### src/rtl/fetch_queue_if.sv
// Instruction-bus and fetch-window signals of the fetch front end.
// master: the fetch queue; slave: the bus/schedule side driving it.
interface fetch_queue_if #(
    parameter int unsigned XLEN      = 32,
    parameter int unsigned FETCH_LEN = 2,
    parameter int unsigned FETCH_OFF = 2
);
    logic                      imem_req;
    logic [XLEN-1:0]           imem_addr;
    logic                      imem_gnt;
    logic                      imem_ack;
    logic [FETCH_LEN*XLEN-1:0] imem_rdata;
    logic                      imem_err;
    logic [FETCH_LEN-1:0]      fetch_vld;
    logic [FETCH_LEN*XLEN-1:0] fetch_instr;
    logic [FETCH_LEN*XLEN-1:0] fetch_pc;
    logic [FETCH_LEN-1:0]      fetch_err;
    logic [FETCH_OFF-1:0]      fetch_offset;
    logic                      jump_vld;
    logic [XLEN-1:0]           jump_pc;

    modport master (
        output imem_req, imem_addr, fetch_vld, fetch_instr, fetch_pc, fetch_err,
        input  imem_gnt, imem_ack, imem_rdata, imem_err, fetch_offset, jump_vld, jump_pc
    );

    modport slave (
        input  imem_req, imem_addr, fetch_vld, fetch_instr, fetch_pc, fetch_err,
        output imem_gnt, imem_ack, imem_rdata, imem_err, fetch_offset, jump_vld, jump_pc
    );
endinterface

### src/rtl/fetch_queue.sv
// Instruction fetch front end: in-order multi-word bus reads buffered in a circular
// queue, oldest FETCH_LEN entries presented as the fetch window.
module fetch_queue #(
    parameter int unsigned     XLEN      = 32,
    parameter int unsigned     FETCH_LEN = 2,
    parameter int unsigned     FETCH_OFF = 2,
    parameter int unsigned     QUEUE_LEN = 8,
    parameter int unsigned     MAX_OUTST = 2,
    parameter logic [XLEN-1:0] RESET_PC  = '0
) (
    input logic           clk,
    input logic           rst,
    fetch_queue_if.master bus
);
    localparam int unsigned     PtrW   = $clog2(QUEUE_LEN);
    localparam int unsigned     CntW   = $clog2(QUEUE_LEN + 1);
    localparam int unsigned     OutW   = $clog2(MAX_OUTST + 1);
    localparam logic [XLEN-1:0] Stride = XLEN'(4 * FETCH_LEN);

    typedef enum logic [0:0] {StRun, StHalt} state_e;

    state_e               state_q;
    logic [PtrW-1:0]      head_q, tail_q;
    logic [CntW-1:0]      count_q, count_d;
    logic [OutW-1:0]      outst_q, outst_d, drop_q;
    logic [XLEN-1:0]      req_pc_q, resp_pc_q;
    logic [XLEN-1:0]      instr_q [QUEUE_LEN];
    logic [XLEN-1:0]      pc_q    [QUEUE_LEN];
    logic [QUEUE_LEN-1:0] err_q;

    logic [FETCH_OFF-1:0] offset;
    logic [CntW-1:0]      consume;
    logic [31:0]          credit;
    logic                 fire, discard, accept;

    // Credit counts queue slots already reserved by outstanding requests, so an
    // accepted response always has room.
    assign credit = 32'(count_q) + FETCH_LEN * (32'(outst_q) + 32'd1);

    assign bus.imem_req  = ~rst & (state_q == StRun) & ~bus.jump_vld
                         & (32'(outst_q) < MAX_OUTST) & (credit <= QUEUE_LEN);
    assign bus.imem_addr = req_pc_q;

    always_comb begin
        offset  = bus.fetch_offset;
        consume = CntW'(offset);
        fire    = bus.imem_req & bus.imem_gnt;
        discard = bus.imem_ack & (drop_q != '0);
        accept  = bus.imem_ack & ~discard & ~bus.jump_vld;
        outst_d = outst_q + OutW'(fire) - OutW'(bus.imem_ack);
        count_d = count_q - consume + (accept ? CntW'(FETCH_LEN) : '0);
    end

    always_ff @(posedge clk or posedge rst) begin
        if (rst) begin
            state_q   <= StRun;
            head_q    <= '0;
            tail_q    <= '0;
            count_q   <= '0;
            outst_q   <= '0;
            drop_q    <= '0;
            req_pc_q  <= RESET_PC;
            resp_pc_q <= RESET_PC;
            err_q     <= '0;
            for (int i = 0; i < QUEUE_LEN; i++) begin
                instr_q[i] <= '0;
                pc_q[i]    <= '0;
            end
        end else if (bus.jump_vld) begin
            // Everything still in flight after this edge belongs to the old stream.
            head_q    <= tail_q;
            count_q   <= '0;
            outst_q   <= outst_d;
            drop_q    <= outst_d;
            req_pc_q  <= {bus.jump_pc[XLEN-1:2], 2'b00};
            resp_pc_q <= {bus.jump_pc[XLEN-1:2], 2'b00};
            state_q   <= StRun;
        end else begin
            head_q  <= head_q + PtrW'(offset);
            count_q <= count_d;
            outst_q <= outst_d;
            if (discard) begin
                drop_q <= drop_q - OutW'(1);
            end
            if (fire) begin
                req_pc_q <= req_pc_q + Stride;
            end
            if (accept) begin
                for (int k = 0; k < FETCH_LEN; k++) begin
                    instr_q[tail_q + PtrW'(k)] <= bus.imem_rdata[k*XLEN +: XLEN];
                    pc_q[tail_q + PtrW'(k)]    <= resp_pc_q + XLEN'(4 * k);
                    err_q[tail_q + PtrW'(k)]   <= bus.imem_err;
                end
                tail_q    <= tail_q + PtrW'(FETCH_LEN);
                resp_pc_q <= resp_pc_q + Stride;
                if (bus.imem_err) begin
                    state_q <= StHalt;
                end
            end
        end
    end

    always_comb begin
        bus.fetch_vld   = '0;
        bus.fetch_instr = '0;
        bus.fetch_pc    = '0;
        bus.fetch_err   = '0;
        for (int i = 0; i < FETCH_LEN; i++) begin
            if (CntW'(i) < count_q) begin
                bus.fetch_vld[i]               = 1'b1;
                bus.fetch_instr[i*XLEN +: XLEN] = instr_q[head_q + PtrW'(i)];
                bus.fetch_pc[i*XLEN +: XLEN]    = pc_q[head_q + PtrW'(i)];
                bus.fetch_err[i]               = err_q[head_q + PtrW'(i)];
            end
        end
    end

    offset_legal: assert property (@(posedge clk) disable iff (rst)
        !bus.jump_vld |-> (consume <= count_q));
endmodule

### src/flat_wrapper.sv
// flat-port wrapper written by rule: the top's interface ports become plain ports
module fetch_queue_flat 
#(
    parameter int unsigned     XLEN      = 32,
    parameter int unsigned     FETCH_LEN = 2,
    parameter int unsigned     FETCH_OFF = 2,
    parameter int unsigned     QUEUE_LEN = 8,
    parameter int unsigned     MAX_OUTST = 2,
    parameter logic [XLEN-1:0] RESET_PC  = '0
)
  (clk, rst, bus_imem_req, bus_imem_addr, bus_fetch_vld, bus_fetch_instr, bus_fetch_pc, bus_fetch_err, bus_imem_gnt, bus_imem_ack, bus_imem_rdata, bus_imem_err, bus_fetch_offset, bus_jump_vld, bus_jump_pc);
  fetch_queue_if #(.XLEN(XLEN), .FETCH_LEN(FETCH_LEN), .FETCH_OFF(FETCH_OFF)) bus_i ();
  input logic clk;
  input logic rst;
  output wire logic [$bits(bus_i.imem_req)-1:0] bus_imem_req;
  output wire logic [$bits(bus_i.imem_addr)-1:0] bus_imem_addr;
  output wire logic [$bits(bus_i.fetch_vld)-1:0] bus_fetch_vld;
  output wire logic [$bits(bus_i.fetch_instr)-1:0] bus_fetch_instr;
  output wire logic [$bits(bus_i.fetch_pc)-1:0] bus_fetch_pc;
  output wire logic [$bits(bus_i.fetch_err)-1:0] bus_fetch_err;
  input wire logic [$bits(bus_i.imem_gnt)-1:0] bus_imem_gnt;
  input wire logic [$bits(bus_i.imem_ack)-1:0] bus_imem_ack;
  input wire logic [$bits(bus_i.imem_rdata)-1:0] bus_imem_rdata;
  input wire logic [$bits(bus_i.imem_err)-1:0] bus_imem_err;
  input wire logic [$bits(bus_i.fetch_offset)-1:0] bus_fetch_offset;
  input wire logic [$bits(bus_i.jump_vld)-1:0] bus_jump_vld;
  input wire logic [$bits(bus_i.jump_pc)-1:0] bus_jump_pc;
  assign bus_imem_req = bus_i.imem_req;
  assign bus_imem_addr = bus_i.imem_addr;
  assign bus_fetch_vld = bus_i.fetch_vld;
  assign bus_fetch_instr = bus_i.fetch_instr;
  assign bus_fetch_pc = bus_i.fetch_pc;
  assign bus_fetch_err = bus_i.fetch_err;
  assign bus_i.imem_gnt = bus_imem_gnt;
  assign bus_i.imem_ack = bus_imem_ack;
  assign bus_i.imem_rdata = bus_imem_rdata;
  assign bus_i.imem_err = bus_imem_err;
  assign bus_i.fetch_offset = bus_fetch_offset;
  assign bus_i.jump_vld = bus_jump_vld;
  assign bus_i.jump_pc = bus_jump_pc;
  fetch_queue #(.XLEN(XLEN), .FETCH_LEN(FETCH_LEN), .FETCH_OFF(FETCH_OFF), .QUEUE_LEN(QUEUE_LEN), .MAX_OUTST(MAX_OUTST), .RESET_PC(RESET_PC)) u_core (.clk(clk), .rst(rst), .bus(bus_i));
endmodule
### config.mk
export PLATFORM = sky130hd
export DESIGN_NAME = fetch_queue_flat
export DESIGN_NICKNAME = d
export VERILOG_FILES = /design/src/rtl/fetch_queue_if.sv /design/src/rtl/fetch_queue.sv /design/src/flat_wrapper.sv
export SDC_FILE = /design/constraint.sdc
export NUM_CORES = 2
export LEC_CHECK = 0
export CORE_MARGIN = 2
export CORE_UTILIZATION = 53
export DETAILED_ROUTE_END_ITERATION = 10
export PLACE_DENSITY = 0.77
export SKIP_LAST_GASP = 1
export SLEW_MARGIN = 40
export SYNTH_ARGS = -nofsm -noshare
export SYNTH_HDL_FRONTEND = slang
export SYNTH_SLANG_ARGS = --single-unit
### constraint.sdc
create_clock -name clk -period 16.7 [get_ports clk]
set_input_delay 1.67 -clock clk [delete_from_list [all_inputs] [get_ports clk]]
set_output_delay 1.67 -clock clk [all_outputs]
set_load 0.005 [all_outputs]
==> impl_metrics.yaml <==
global_route:
  grt_pass1_wl_mm: 136
  globalRouteOverflowTotal: 0
  grtUsageTotal_pct: 28.9
  grt_max_degree: 163
  grt_pass1_vias: 24500
  antenna_found_initial: 5
die:
  die_w_um: 246
  dieArea_um2: 60400
  ios: 269
  fp-row-count: 88
  initial_utilization_pct: 53.7
  die_height_um: 246
  design.core.area_um2: 57700
pwr:
  clkPwrFrac_pct: 20.0
  power_mw: 7.00
  peakVddDrop_mv: 0.173
  power.density_nw_per_um2: 193
  p_seq_share_pct: 35.9
  power_frac_comb_pct: 44.1
  internal_power_mw: 4.50
  swShare_pct: 35.7
  netSwitchingPower_mw: 2.50
  p_leak_nw: 15.9
routing:
  drt-initial-drc-count: 2202
  wl_per_cell_um: 22.6
  avgViaCountPerCell: 6.18
  final_antenna_net_count: 0
  dr.pass1.iters: 6
  vias: 23500
  wirelength_mm: 86.1
  route.detailed.drc: 0
min_path:
  whs_path_depth: 2
  min_path_type: "register to register"
  hp-start: "u_core.pc_q[127]"
setup_path:
  critPathSlowestCell: "dfrtp_4"
  crit_required_ps: 15030
  max_stage_delay_ps: 700
  critPathMaxFanout: 45
  crit_arrival_ps: 4070
  r2r_slack_ps: 12770
  reg2reg_depth: 11
  cp-endpoint: "bus_fetch_pc[48]"
  worstSetupEndpointType: "primary output"
  r2r_start: "u_core.outst_q[1]"
  start_kind: "register"
  path_cells: "ha_4 -> buf_6 -> mux4_2 -> nand2_1 -> a21oi_1 -> clkdlybuf4s50_1"
  setup.worst_path.start: "u_core.head_q[0]"
  worst_r2r_endpoint: "u_core.drop_q[1]"
  path_class: "register to primary output"
logic_synthesis:
  yosys.area.top_type: "dfrtp_1"
  synth_top_area_share_pct: 46.7
  yosys.area_share.simple_pct: 14.8
  seq_area_frac_synth_pct: 46.7
  synth_xor_area_share_pct: 1.87
  synth_area_leaders: "dfrtp_1 (47%), mux4_2 (18%), nand2_1 (11%)"
  synthAdderAreaFrac_pct: 1.03
  post_synth.cell_area_avg_um2: 10.9
  yosys_warnings: 0
  synthCells: 2851
  synth_area_um2: 31000
  synthMuxAreaShare_pct: 27.2
  synth_top_family_by_area: "multiplexers"
  synth_cell_types: 52
  synth_compound_area_share_pct: 4.98
  synth.ff_latch_count: 578
sta:
  relSlewSlack_pct: 41.6
  drv_slew: 0
  hold_ws_ps: 496
  finClkSkew_ps: 15.7
  final-hold-violation-count: 0
  period_needed_ps: 5740
  max_freq_mhz: 174
  rsz0062_at_grt: "no"
  fin_setup_tns_ps: 0
  setup_violations: 0
  worst_slew_pin_slew_ps: 876
  finalCritPeriodShare_pct: 34.4
placed_design:
  dp_hpwl_mm: 52.1
  routabilityCongestion: 0.900
  io_buffers: 260
cells_and_area:
  layout_commonest_cell: "nand2_1"
  drive_gt1_share_pct: 20.1
  layout.nets: 3117
  postLayoutCoreUtil_pct: 62.9
  syn2layout_area_growth_pct: 17.2
  mostFrequentLayoutCells: "nand2_1 (891), dfrtp_1 (575), clkdlybuf4s50_1 (259)"
status:
  status: "completed"
flow_run:
  max-cap-violations: 0
clock_network:
  htree_num_levels: 2
  tritoncts: "built"
  post-cts-setup-buffer-count: 0
  cts.repair.resized: 0
  cts.clk_slew.worst_paths_ps: 60
  postCtsHoldBufs: 0
  worstSkewPairLatency_ps: 630
  cts_root_buf: "clkbuf_16"
  numCtsBuffers: 60
  clkSinkCount: 578
  clock_path_buffers: 3
-- stage by stage --
step                      cells  area (um2)  worst slack (ps)
after floorplan            2856       31000              7150
after global placement     3688       34000             10780
after detailed placement   3692       34200             11220
after CTS                  3804       36300             10850
after global routing       3805       36300             10710
final                      3806       36300             10960
-- power by group through the flow --
stage	Combinational [mW]	Clock, mW	Sequential, mW
2_1_floorplan	2.04	0	2.30
3_3_place_gp	2.97	0	2.42
3_5_place_dp	3.07	0	2.51
4_1_cts	3.10	1.42	2.49
5_1_grt	3.34	1.48	2.58
6_report	3.08	1.40	2.51
-- worst max-delay path: cells and delay by family (launching register included) --
family,cells,cell delay [ps]
adder cells (fa/ha/maj),1,690
AND/OR/NAND/NOR,1,90
flip-flops,1,700
buffers and inverters,2,1240
AO/OA/AOI/OAI,1,80
multiplexers,1,600
-- area by class of cell --
cell class / instances / area (um2)
Sequential cell: 578 / 14500
Clock inverter: 22 / 254
Antenna cell: 1 / 2.50
Multi-Input combinational cell: 2015 / 15600
Inverter: 38 / 146
Clock buffer: 90 / 1830
Fill cell: 4422 / 21400
Tap cell: 765 / 957
Timing Repair Buffer: 297 / 3050
-- flip-flops by register name (all words and copies together), names as in the netlist --
name	flops
u_core.instr_q	256
u_core.pc_q	240
u_core.bus.imem_addr	30
u_core.resp_pc_q	30
u_core.err_q	8
u_core.count_q	4
u_core.head_q	3
u_core.drop_q	2
u_core.outst_q	2
u_core.tail_q	2
u_core.state_q	1
-- logic make-up (layout without fill, tap and decap cells) --
| family | count (synthesis) | count (layout) |
|---|---|---|
| other cells | 1 | 7 |
| fa+ha+maj | 23 | 23 |
| compound gates | 283 | 283 |
| xor+xnor | 66 | 66 |
| mux | 505 | 505 |
| flops | 578 | 578 |
| buf+inv | 263 | 447 |
| simple gates | 1132 | 1132 |
-- cells in the mapped netlist (all sizes together) --
master  instances
nand2         895
dfrtp         578
mux4          252
mux2          188
o21ai         170
clkbuf        162
nor2           91
a21oi          74
mux2i          65
buf            63
nand3          41
inv            37
xnor2          34
xor2           32
nand4          25
nor3           22
ha             19
nor4           12
o211ai         12
or4             9
or3             8
o311ai          6
and2            5
and3            5
nor2b           5
or2             5
a31oi           4
and4            4
fa              4
o31a            4
a221o           3
a211o           2
nand2b          2
o21a            2
a211oi          1
a21boi          1
a21o            1
a311o           1
a32oi           1
clkinv          1
conb            1
nor3b           1
nor4b           1
o21ba           1
or4b            1
-- worst min path at each step --
stage	end	slack (ps)
after floorplan	u_core.instr_q[31]	460
after global placement	u_core.instr_q[63]	470
after detailed placement	u_core.instr_q[8]	480
after CTS	u_core.instr_q[8]	500
after global routing	u_core.instr_q[123]	520
final	u_core.pc_q[127]	500
-- routing by layer --
metal	track usage, %	up-vias	wire length (um)
met5	0	-	66
met4	11.3	10	2850
met3	6.70	190	7740
met2	46.8	1101	41800
met1	37.9	12000	33600
li1	-	10300	-
Power figures use the tool's default switching activity.
